**src/rtl/uart_rx_if.sv**
```systemverilog
// UART receiver interface bundle: serial line, frame configuration and
// the received-byte/error outputs. The line driver/config side is the
// master, the receiver is the slave.
interface uart_rx_if #(
    parameter int DATA_WIDTH  = 8,
    parameter int PRESC_WIDTH = 6
);
    logic                   RX_IN;
    logic [PRESC_WIDTH-1:0] Prescale;
    logic                   PAR_EN;
    logic                   PAR_TYP;
    logic [DATA_WIDTH-1:0]  P_DATA;
    logic                   Data_Valid;
    logic                   Par_Err;
    logic                   Stop_Err;

    modport master (
        output RX_IN, Prescale, PAR_EN, PAR_TYP,
        input  P_DATA, Data_Valid, Par_Err, Stop_Err
    );

    modport slave (
        input  RX_IN, Prescale, PAR_EN, PAR_TYP,
        output P_DATA, Data_Valid, Par_Err, Stop_Err
    );
endinterface

```
**src/rtl/uart_rx.sv**
```systemverilog
// UART receiver: start bit, DATA_WIDTH data bits LSB first, optional
// parity bit, stop bit. Each bit is oversampled Prescale times; three
// samples around mid-bit are majority-voted and the bit is evaluated on
// the last edge of the bit. Result/error pulses appear one cycle after
// the stop bit ends.
module uart_rx #(
    parameter int DATA_WIDTH  = 8,
    parameter int PRESC_WIDTH = 6
) (
    input  logic     CLK,
    input  logic     RST,
    uart_rx_if.slave bus
);
    localparam int BW = $clog2(DATA_WIDTH + 1);

    typedef enum logic [2:0] {
        IDLE   = 3'd0,
        START  = 3'd1,
        DATA   = 3'd2,
        PARITY = 3'd3,
        STOP   = 3'd4
    } state_t;

    state_t                 r_state;
    state_t                 w_state_next;

    logic [PRESC_WIDTH-1:0] r_cnt;
    logic [PRESC_WIDTH-1:0] r_presc;
    logic                   r_par_en;
    logic                   r_par_typ;
    logic                   r_par_err;
    logic [BW-1:0]          r_bit_idx;
    logic [2:0]             r_samp;
    logic [DATA_WIDTH-1:0]  r_shift;
    logic [DATA_WIDTH-1:0]  r_data;
    logic                   r_dv;
    logic                   r_pe;
    logic                   r_se;

    logic [PRESC_WIDTH-1:0] w_half;
    logic [2:0]             w_samp_pt;
    logic                   w_last;
    logic                   w_maj;
    logic                   w_par_exp;
    logic                   w_start;
    logic                   w_shift;
    logic                   w_par_chk;
    logic                   w_stop_eval;
    logic                   w_dv_next;
    logic                   w_pe_next;
    logic                   w_se_next;

    assign w_half    = {1'b0, r_presc[PRESC_WIDTH-1:1]};
    assign w_last    = (r_cnt == r_presc - PRESC_WIDTH'(1));
    assign w_maj     = (r_samp[0] & r_samp[1]) | (r_samp[0] & r_samp[2]) | (r_samp[1] & r_samp[2]);
    assign w_par_exp = (^r_shift) ^ r_par_typ;

    // Sample points sit at Prescale/2-1, Prescale/2 and Prescale/2+1.
    genvar gi;
    generate
        for (gi = 0; gi < 3; gi++) begin : g_samp_pt
            assign w_samp_pt[gi] = (r_cnt == (w_half + PRESC_WIDTH'(gi) - PRESC_WIDTH'(1)));
        end
    endgenerate

    // State register.
    always_ff @(posedge CLK or negedge RST) begin
        if (!RST) r_state <= IDLE;
        else      r_state <= w_state_next;
    end

    // Next-state logic; the frame shape uses the configuration latched at the start edge.
    always_comb begin
        w_state_next = r_state;
        case (r_state)
            IDLE:    if (!bus.RX_IN) w_state_next = START;
            START:   if (w_last) w_state_next = w_maj ? IDLE : DATA;
            DATA:    if (w_last && (r_bit_idx == BW'(DATA_WIDTH - 1)))
                         w_state_next = r_par_en ? PARITY : STOP;
            PARITY:  if (w_last) w_state_next = STOP;
            STOP:    if (w_last) w_state_next = IDLE;
            default: w_state_next = IDLE;
        endcase
    end

    // Per-state control strobes and next values of the result pulses.
    always_comb begin
        w_start     = (r_state == IDLE) && !bus.RX_IN;
        w_shift     = (r_state == DATA) && w_last;
        w_par_chk   = (r_state == PARITY) && w_last;
        w_stop_eval = (r_state == STOP) && w_last;
        w_se_next   = w_stop_eval && !w_maj;
        w_pe_next   = w_stop_eval && w_maj && r_par_err;
        w_dv_next   = w_stop_eval && w_maj && !r_par_err;
    end

    // Edge counter and frame configuration; the start cycle itself is count 0.
    always_ff @(posedge CLK or negedge RST) begin
        if (!RST) begin
            r_cnt     <= '0;
            r_presc   <= '0;
            r_par_en  <= 1'b0;
            r_par_typ <= 1'b0;
        end else if (w_start) begin
            r_cnt     <= PRESC_WIDTH'(1);
            r_presc   <= bus.Prescale;
            r_par_en  <= bus.PAR_EN;
            r_par_typ <= bus.PAR_TYP;
        end else if (r_state != IDLE) begin
            r_cnt <= w_last ? '0 : r_cnt + PRESC_WIDTH'(1);
        end
    end

    // Capture the three mid-bit samples for the majority vote.
    always_ff @(posedge CLK or negedge RST) begin
        if (!RST) begin
            r_samp <= '0;
        end else if (r_state != IDLE) begin
            for (int i = 0; i < 3; i++) begin
                if (w_samp_pt[i]) r_samp[i] <= bus.RX_IN;
            end
        end
    end

    // Data shift register, bit index and parity error flag.
    always_ff @(posedge CLK or negedge RST) begin
        if (!RST) begin
            r_shift   <= '0;
            r_bit_idx <= '0;
            r_par_err <= 1'b0;
        end else begin
            if (w_start) begin
                r_bit_idx <= '0;
                r_par_err <= 1'b0;
            end
            if (w_shift) begin
                r_shift   <= {w_maj, r_shift[DATA_WIDTH-1:1]};
                r_bit_idx <= r_bit_idx + BW'(1);
            end
            if (w_par_chk) r_par_err <= (w_maj != w_par_exp);
        end
    end

    // Result pulses; P_DATA only moves on a clean frame.
    always_ff @(posedge CLK or negedge RST) begin
        if (!RST) begin
            r_data <= '0;
            r_dv   <= 1'b0;
            r_pe   <= 1'b0;
            r_se   <= 1'b0;
        end else begin
            r_dv <= w_dv_next;
            r_pe <= w_pe_next;
            r_se <= w_se_next;
            if (w_dv_next) r_data <= r_shift;
        end
    end

    assign bus.P_DATA     = r_data;
    assign bus.Data_Valid = r_dv;
    assign bus.Par_Err    = r_pe;
    assign bus.Stop_Err   = r_se;
endmodule

```
**src/flat_wrapper.sv**
```systemverilog
// flat-port wrapper written by rule: the top's interface ports become plain ports
module uart_rx_flat 
#(
    parameter int DATA_WIDTH  = 8,
    parameter int PRESC_WIDTH = 6
)
  (CLK, RST, bus_RX_IN, bus_Prescale, bus_PAR_EN, bus_PAR_TYP, bus_P_DATA, bus_Data_Valid, bus_Par_Err, bus_Stop_Err);
  uart_rx_if #(.DATA_WIDTH(DATA_WIDTH), .PRESC_WIDTH(PRESC_WIDTH)) bus_i ();
  input  logic CLK;
  input  logic RST;
  input wire logic [$bits(bus_i.RX_IN)-1:0] bus_RX_IN;
  input wire logic [$bits(bus_i.Prescale)-1:0] bus_Prescale;
  input wire logic [$bits(bus_i.PAR_EN)-1:0] bus_PAR_EN;
  input wire logic [$bits(bus_i.PAR_TYP)-1:0] bus_PAR_TYP;
  output wire logic [$bits(bus_i.P_DATA)-1:0] bus_P_DATA;
  output wire logic [$bits(bus_i.Data_Valid)-1:0] bus_Data_Valid;
  output wire logic [$bits(bus_i.Par_Err)-1:0] bus_Par_Err;
  output wire logic [$bits(bus_i.Stop_Err)-1:0] bus_Stop_Err;
  assign bus_i.RX_IN = bus_RX_IN;
  assign bus_i.Prescale = bus_Prescale;
  assign bus_i.PAR_EN = bus_PAR_EN;
  assign bus_i.PAR_TYP = bus_PAR_TYP;
  assign bus_P_DATA = bus_i.P_DATA;
  assign bus_Data_Valid = bus_i.Data_Valid;
  assign bus_Par_Err = bus_i.Par_Err;
  assign bus_Stop_Err = bus_i.Stop_Err;
  uart_rx #(.DATA_WIDTH(DATA_WIDTH), .PRESC_WIDTH(PRESC_WIDTH)) u_core (.CLK(CLK), .RST(RST), .bus(bus_i));
endmodule
```
**config.mk**
```make
export PLATFORM = sky130hd
export DESIGN_NAME = uart_rx_flat
export DESIGN_NICKNAME = d
export VERILOG_FILES = /design/src/rtl/uart_rx_if.sv /design/src/rtl/uart_rx.sv /design/src/flat_wrapper.sv
export SDC_FILE = /design/constraint.sdc
export NUM_CORES = 1
export LEC_CHECK = 0
export ABC_CLOCK_PERIOD_IN_PS = 3130
export CORE_ASPECT_RATIO = 0.9
export CORE_MARGIN = 8
export CORE_UTILIZATION = 57
export DETAILED_ROUTE_END_ITERATION = 6
export PLACE_DENSITY_LB_ADDON = 0.05
export SLEW_MARGIN = 20
export SYNTH_ARGS = -nofsm -noshare
export SYNTH_HDL_FRONTEND = slang
export SYNTH_SLANG_ARGS = --single-unit
```
**constraint.sdc**
```tcl
create_clock -name CLK -period 3.13 [get_ports CLK]
set_clock_uncertainty 0.2 [all_clocks]
set_input_delay 0.7825 -clock CLK [delete_from_list [all_inputs] [get_ports CLK]]
set_output_delay 0.7825 -clock CLK [all_outputs]
set_load 0.005 [all_outputs]
```
# [After elaboration in Yosys (flattened, before gate mapping)]
# Index checks and enable logic that the tools add are counted.
[word_totals] regBits=44 out_inout_bits=11 elab_cells=81 input_bits=11
[classes] muxes=15 n_eq_ne=15 n_addsub=8 reduce_logical=22 bitwise=6
[op_table] cell="== test 6 bit" n=4
[op_table] cell="2-to-1 mux 3 bit" n=6
[op_table] cell="2-to-1 mux 6 bit" n=3
[op_table] cell="subtractor 6 x 1 -> 6 bit, second input constant" n=3
[op_table] cell="one-hot mux 3 bit (5 select lines)" n=1
[op_table] cell="logical AND 1 bit" n=9
[op_table] cell="2-to-1 mux 4 bit" n=2
[op_table] cell="inequality test 2 x 1 -> 1 bit, second input constant" n=4
[op_table] cell="parity 8 bit" n=1
[op_table] cell="adder 5 x 1 -> 6 bit, second input constant" n=1
[op_table] cell="adder 5 x 2 -> 6 bit, second input constant" n=1
[op_table] cell="adder 6 x 1 -> 6 bit, second input constant" n=1
[op_table] cell="== test 3 x 2 -> 1 bit, second input constant" n=2
[op_table] cell="AND reduction 2 bit" n=3
[op_table] cell="nonzero test 2 bit" n=3
[op_table] cell="subtractor 5 x 1 -> 6 bit, second input constant" n=1
[op_table] cell="AND reduction 5 bit" n=1
[op_table] cell="adder 4 x 1 -> 4 bit, second input constant" n=1
[op_table] cell="== test 4 x 3 -> 1 bit, second input constant" n=1
[op_table] cell="bitwise AND 1 bit" n=3
[op_table] cell="== test 3 x 1 -> 1 bit, second input constant" n=1
[op_table] cell="== test 3 bit, second input constant" n=1
[op_table] cell="zero test 1 bit" n=3
[op_table] cell="zero test 3 bit" n=1
[op_table] cell="other kinds (7)" n=9

# [Longest topological paths before layout]
[logic_depth] ltp_word=6 ltp_mapped=10 ltp_nobuf=8

# [Least setup slack after synthesis]
# OpenSTA, ideal clock, no wires.
[synth_path] path_kind="register to register" startpoint="register u_core.r_presc[2]" endpoint="register u_core.r_data[0] (netlist: u_core.bus.P_DATA[0])" slack_ps=274 synth_period_minus_slack_ps=2856 required_ps=2805 setup_ps=125 stages_incl_launch_ff=10 t_arrival_ps=2531 n_path_buf=1 path_cell_list="dfrtp_1 buf_2 inv_1 ha_1 or3b_2 a21oi_1 xnor2_1 nand3_2 nor4_4 mux2_2"
[synth_between] elab_chain_len=5
[synth_rtl] item="from (decl)" line="uart_rx.sv:28" text="logic [PRESC_WIDTH-1:0] r_presc;"
[synth_rtl] item="from (signal assigned)" line="uart_rx.sv:106" text="r_presc <= bus.Prescale;"
[synth_rtl] item="subtractor 6 x 1 -> 6 bit" line="uart_rx.sv:54" text="assign w_last = (r_cnt == r_presc - PRESC_WIDTH'(1));"
[synth_rtl] item="== test 6 bit" line="uart_rx.sv:54"
[synth_rtl] item="logical AND 1 bit" line="uart_rx.sv:91" text="w_stop_eval = (r_state == STOP) && w_last;"
[synth_rtl] item="logical AND 1 bit (2 in a row)" line="uart_rx.sv:94" text="w_dv_next = w_stop_eval && w_maj && !r_par_err;"
[synth_rtl] item="to (signal assigned)" line="uart_rx.sv:155" text="if (w_dv_next) r_data <= r_shift;"
[synth_rtl] item="to (decl)" line="uart_rx.sv:35" text="logic [DATA_WIDTH-1:0] r_data;"
# Every way passes these cells.
# A chain may end at the register's enable or synchronous reset.

# [Worst setup path in the final report]
[layout_path] startpoint="register u_core.r_presc[1]" endpoint="register u_core.r_data[4] (netlist: u_core.bus.P_DATA[4])"
# Same word-level chain as after synthesis.

==> impl_metrics.toml <==
[placement]
pre_cts_ws_ps = 238
place_area_um2 = 2680
place.gp.congestion = 0.885
dp_hpwl_mm = 3.38
port_buffers = 21

[setup_path]
worstSetupPathType = "reg2reg"
slowest_stage = "or3b_2"
crit_fanout = 8
reg2reg_from = "u_core.r_presc[1]$_DFFE_PN0P_"
reg2reg_slack_ps = 230
start_kind = "flop"
critical_path_arrival_ps = 2870
critPathCaptureType = "flop"
crit_chain = "inv_1, ha_1, or3b_2, a21oi_1, xnor2_1, nand3_2, nor4_4, buf_4, mux2_2"
reg2regPathDepth = 9
r2r-end = "u_core.bus.P_DATA[4]$_DFFE_PN0P_"
slowest_delay_ps = 490
critical_path_required_ps = 3100

[timing]
min_period_ps = 2900
hold_viol = 0
setup_ws_ps = 231
fmax_mhz = 345
hold_ws_ps = 241
slew_headroom = 0.522
setup_viol = 0
rsz0062_at_grt = "false"
timing.setup.tns_ps = 0
tightest_slew_ps = 710
period_share = 0.926
drv_slew = 0

[clock_network]
cts_tree = "yes"
ctsResizeCount = 0
insertion_delay_ps = 280
cts-buffers-inserted = 5
htreeDepth = 2
cts_sinks = 44
holdBufCountCts = 0
cts-root-buf = "clkbuf_8"
cts.clk_slew.worst_paths_ps = 80
cts_buffer_depth = 2
post_cts_buffers = 0

[pwr]
combinationalPowerShare = 0.457
p_int_mw = 1.42
power_leakage_nw = 1.24
p_seq_frac = 0.370
clock_power_share = 0.173
vdd_drop_max_v = 0.000426
switching_share = 0.399
powerDensity_nw_per_um2 = 851
power.total_mw = 2.37
netSwitchingPower_mw = 0.945

[drt]
route.detailed.drc = 0
ant_nets = 0
wire_per_inst_um = 14.4
firstDrtPassIters = 4
num_vias = 1726
drtIter0Drc = 104
avgViaCountPerCell = 5.53
drt-total-wl_mm = 4.48

[cells_and_area]
final_cell_mix = "44 x dfrtp_1, 32 x nand2_1, 21 x xnor2_1"
nets = 280
final_common_cell = "dfrtp_1"
syn_to_final_growth_pct = 16.0
drive_gt1_frac = 0.155
final_area_um2 = 2780
antennaDiodeCount = 0

[global_route]
antenna_found_initial = 0
grt_use_total = 0.144
grt_max_degree = 20
grt_pass1_wl_mm = 7.74
grt_pass1_vias = 1603
grt.overflow.total = 0

[logic_synthesis]
async_flop_share = 1.00
syn_area_per_cell_um2 = 10.1
syn_inst = 237
ys_ff_latch = 44
syn_area_um2 = 2400
syn_nets = 254
seq_area_frac_synth = 0.459
ys_types = 40
yosys_warnings = 0
synth_top_flop_cell = "dfrtp_1"
synth-edff-count = 0

[hold_path]
hold_class = "in2async"

[floorplan]
die_h_um = 77.5
dieArea_um2 = 6540
start_util = 0.589
io_pins = 22
core_area_um2 = 4070
rows = 22
die_width_um = 84.4

[run_status]
outcome = "finished, final reports clean"

[flow_run]
cap_violations = 0
==> kinds of logic after synthesis <==
logic type,after synthesis,share of synthesized area
xor gates and xnor gates,32,0.117
AOI/OAI and AO/OA,36,0.0939
and+or+nand+nor,84,0.185
muxes,17,0.0798
adders and majority gates,6,0.0313
buffers and inverters,18,0.0344
DFF,44,0.459
==> metrics by stage <==
stage                     std cells  utilization
after detailed placement        304        0.657
after global routing            312        0.683
final                           312        0.683
after global placement          304        0.657
after floorplan                 237            -
after CTS                       312        0.683
==> Yosys cell counts, types with 2 or more instances <==
| library cell | count | share of area |
|---|---|---|
| o311ai_0 | 3 | 0.011 |
| inv_1 | 7 | 0.011 |
| nand2_1 | 32 | 0.050 |
| ha_1 | 6 | 0.031 |
| nand4_1 | 5 | 0.013 |
| mux2_2 | 17 | 0.080 |
| nor3_1 | 5 | 0.010 |
| o21ai_0 | 15 | 0.031 |
| xor2_1 | 11 | 0.040 |
| buf_2 | 6 | 0.013 |
| clkbuf_1 | 4 | 0.0063 |
| nand3_1 | 9 | 0.019 |
| o22ai_1 | 2 | 0.0052 |
| a31oi_1 | 4 | 0.010 |
| dfrtp_1 | 44 | 0.46 |
| a32o_1 | 2 | 0.0083 |
| and3_1 | 2 | 0.0052 |
| nand2b_1 | 3 | 0.0078 |
| or3_1 | 2 | 0.0052 |
| xnor2_1 | 21 | 0.077 |
| nor2_1 | 11 | 0.017 |
| a21oi_1 | 4 | 0.0083 |
| nor2b_1 | 4 | 0.010 |
| nand3b_1 | 2 | 0.0063 |
==> layout make-up <==
class	count	area, µm²
clock buffers	6	72.6
repair buffers	30	273
clock inverters	2	35.0
multi-input cells	175	1210
inverters	7	26.3
well taps	48	60.1
fillers	324	1290
flip-flops and latches	44	1100
==> power groups by stage <==
stage / logic (mW) / clock network, mW / registers, mW
3_3_place_gp: 1.07 / 0 / 0.881
2_1_floorplan: 0.925 / 0 / 0.811
3_5_place_dp: 1.08 / 0 / 0.884
6_report: 1.08 / 0.410 / 0.876
4_1_cts: 1.09 / 0.422 / 0.873
5_1_grt: 1.23 / 0.446 / 0.901
==> registers in the layout (all words and copies together), names as in the netlist, 3 cells and up <==
name / cells
u_core.bus.P_DATA: 8
u_core.r_bit_idx: 4
u_core.r_cnt: 6
u_core.r_presc: 6
u_core.r_samp: 3
u_core.r_shift: 8
u_core.r_state: 3
==> worst max-delay path: cells and delay by family, from the launching register on <==
family | cells | cell delay [ps]
simple gates | 3 | 850
flops | 1 | 450
buf+inv | 2 | 360
mux | 1 | 340
fa+ha+maj | 1 | 210
xor+xnor | 1 | 190
compound gates | 1 | 170
==> worst max-delay path by stage <==
| stage | start | to | depth (start not counted) | slack (ps) |
|---|---|---|---|---|
| detailed placement | u_core.r_presc[1]$_DFFE_PN0P_ | u_core.bus.P_DATA[4]$_DFFE_PN0P_ | 9 | 240 |
| global route | u_core.r_presc[1]$_DFFE_PN0P_ | u_core.bus.P_DATA[4]$_DFFE_PN0P_ | 9 | 90 |
| floorplan | u_core.r_presc[2]$_DFFE_PN0P_ | u_core.bus.P_DATA[0]$_DFFE_PN0P_ | 9 | 270 |
| global placement | u_core.r_presc[1]$_DFFE_PN0P_ | u_core.bus.P_DATA[0]$_DFFE_PN0P_ | 9 | 330 |
| CTS | u_core.r_presc[1]$_DFFE_PN0P_ | u_core.bus.P_DATA[4]$_DFFE_PN0P_ | 9 | 220 |
| finish | u_core.r_presc[1]$_DFFE_PN0P_ | u_core.bus.P_DATA[4]$_DFFE_PN0P_ | 9 | 230 |
==> layer usage <==
metal  up-vias  GRT usage  share of wire
met5         -          0              0
met2        32      0.208           0.42
met1       818      0.209           0.52
met4         0     0.0320         0.0045
met3         2     0.0358          0.052
li1        874          -              -
(Power assumes the default switching activity.)
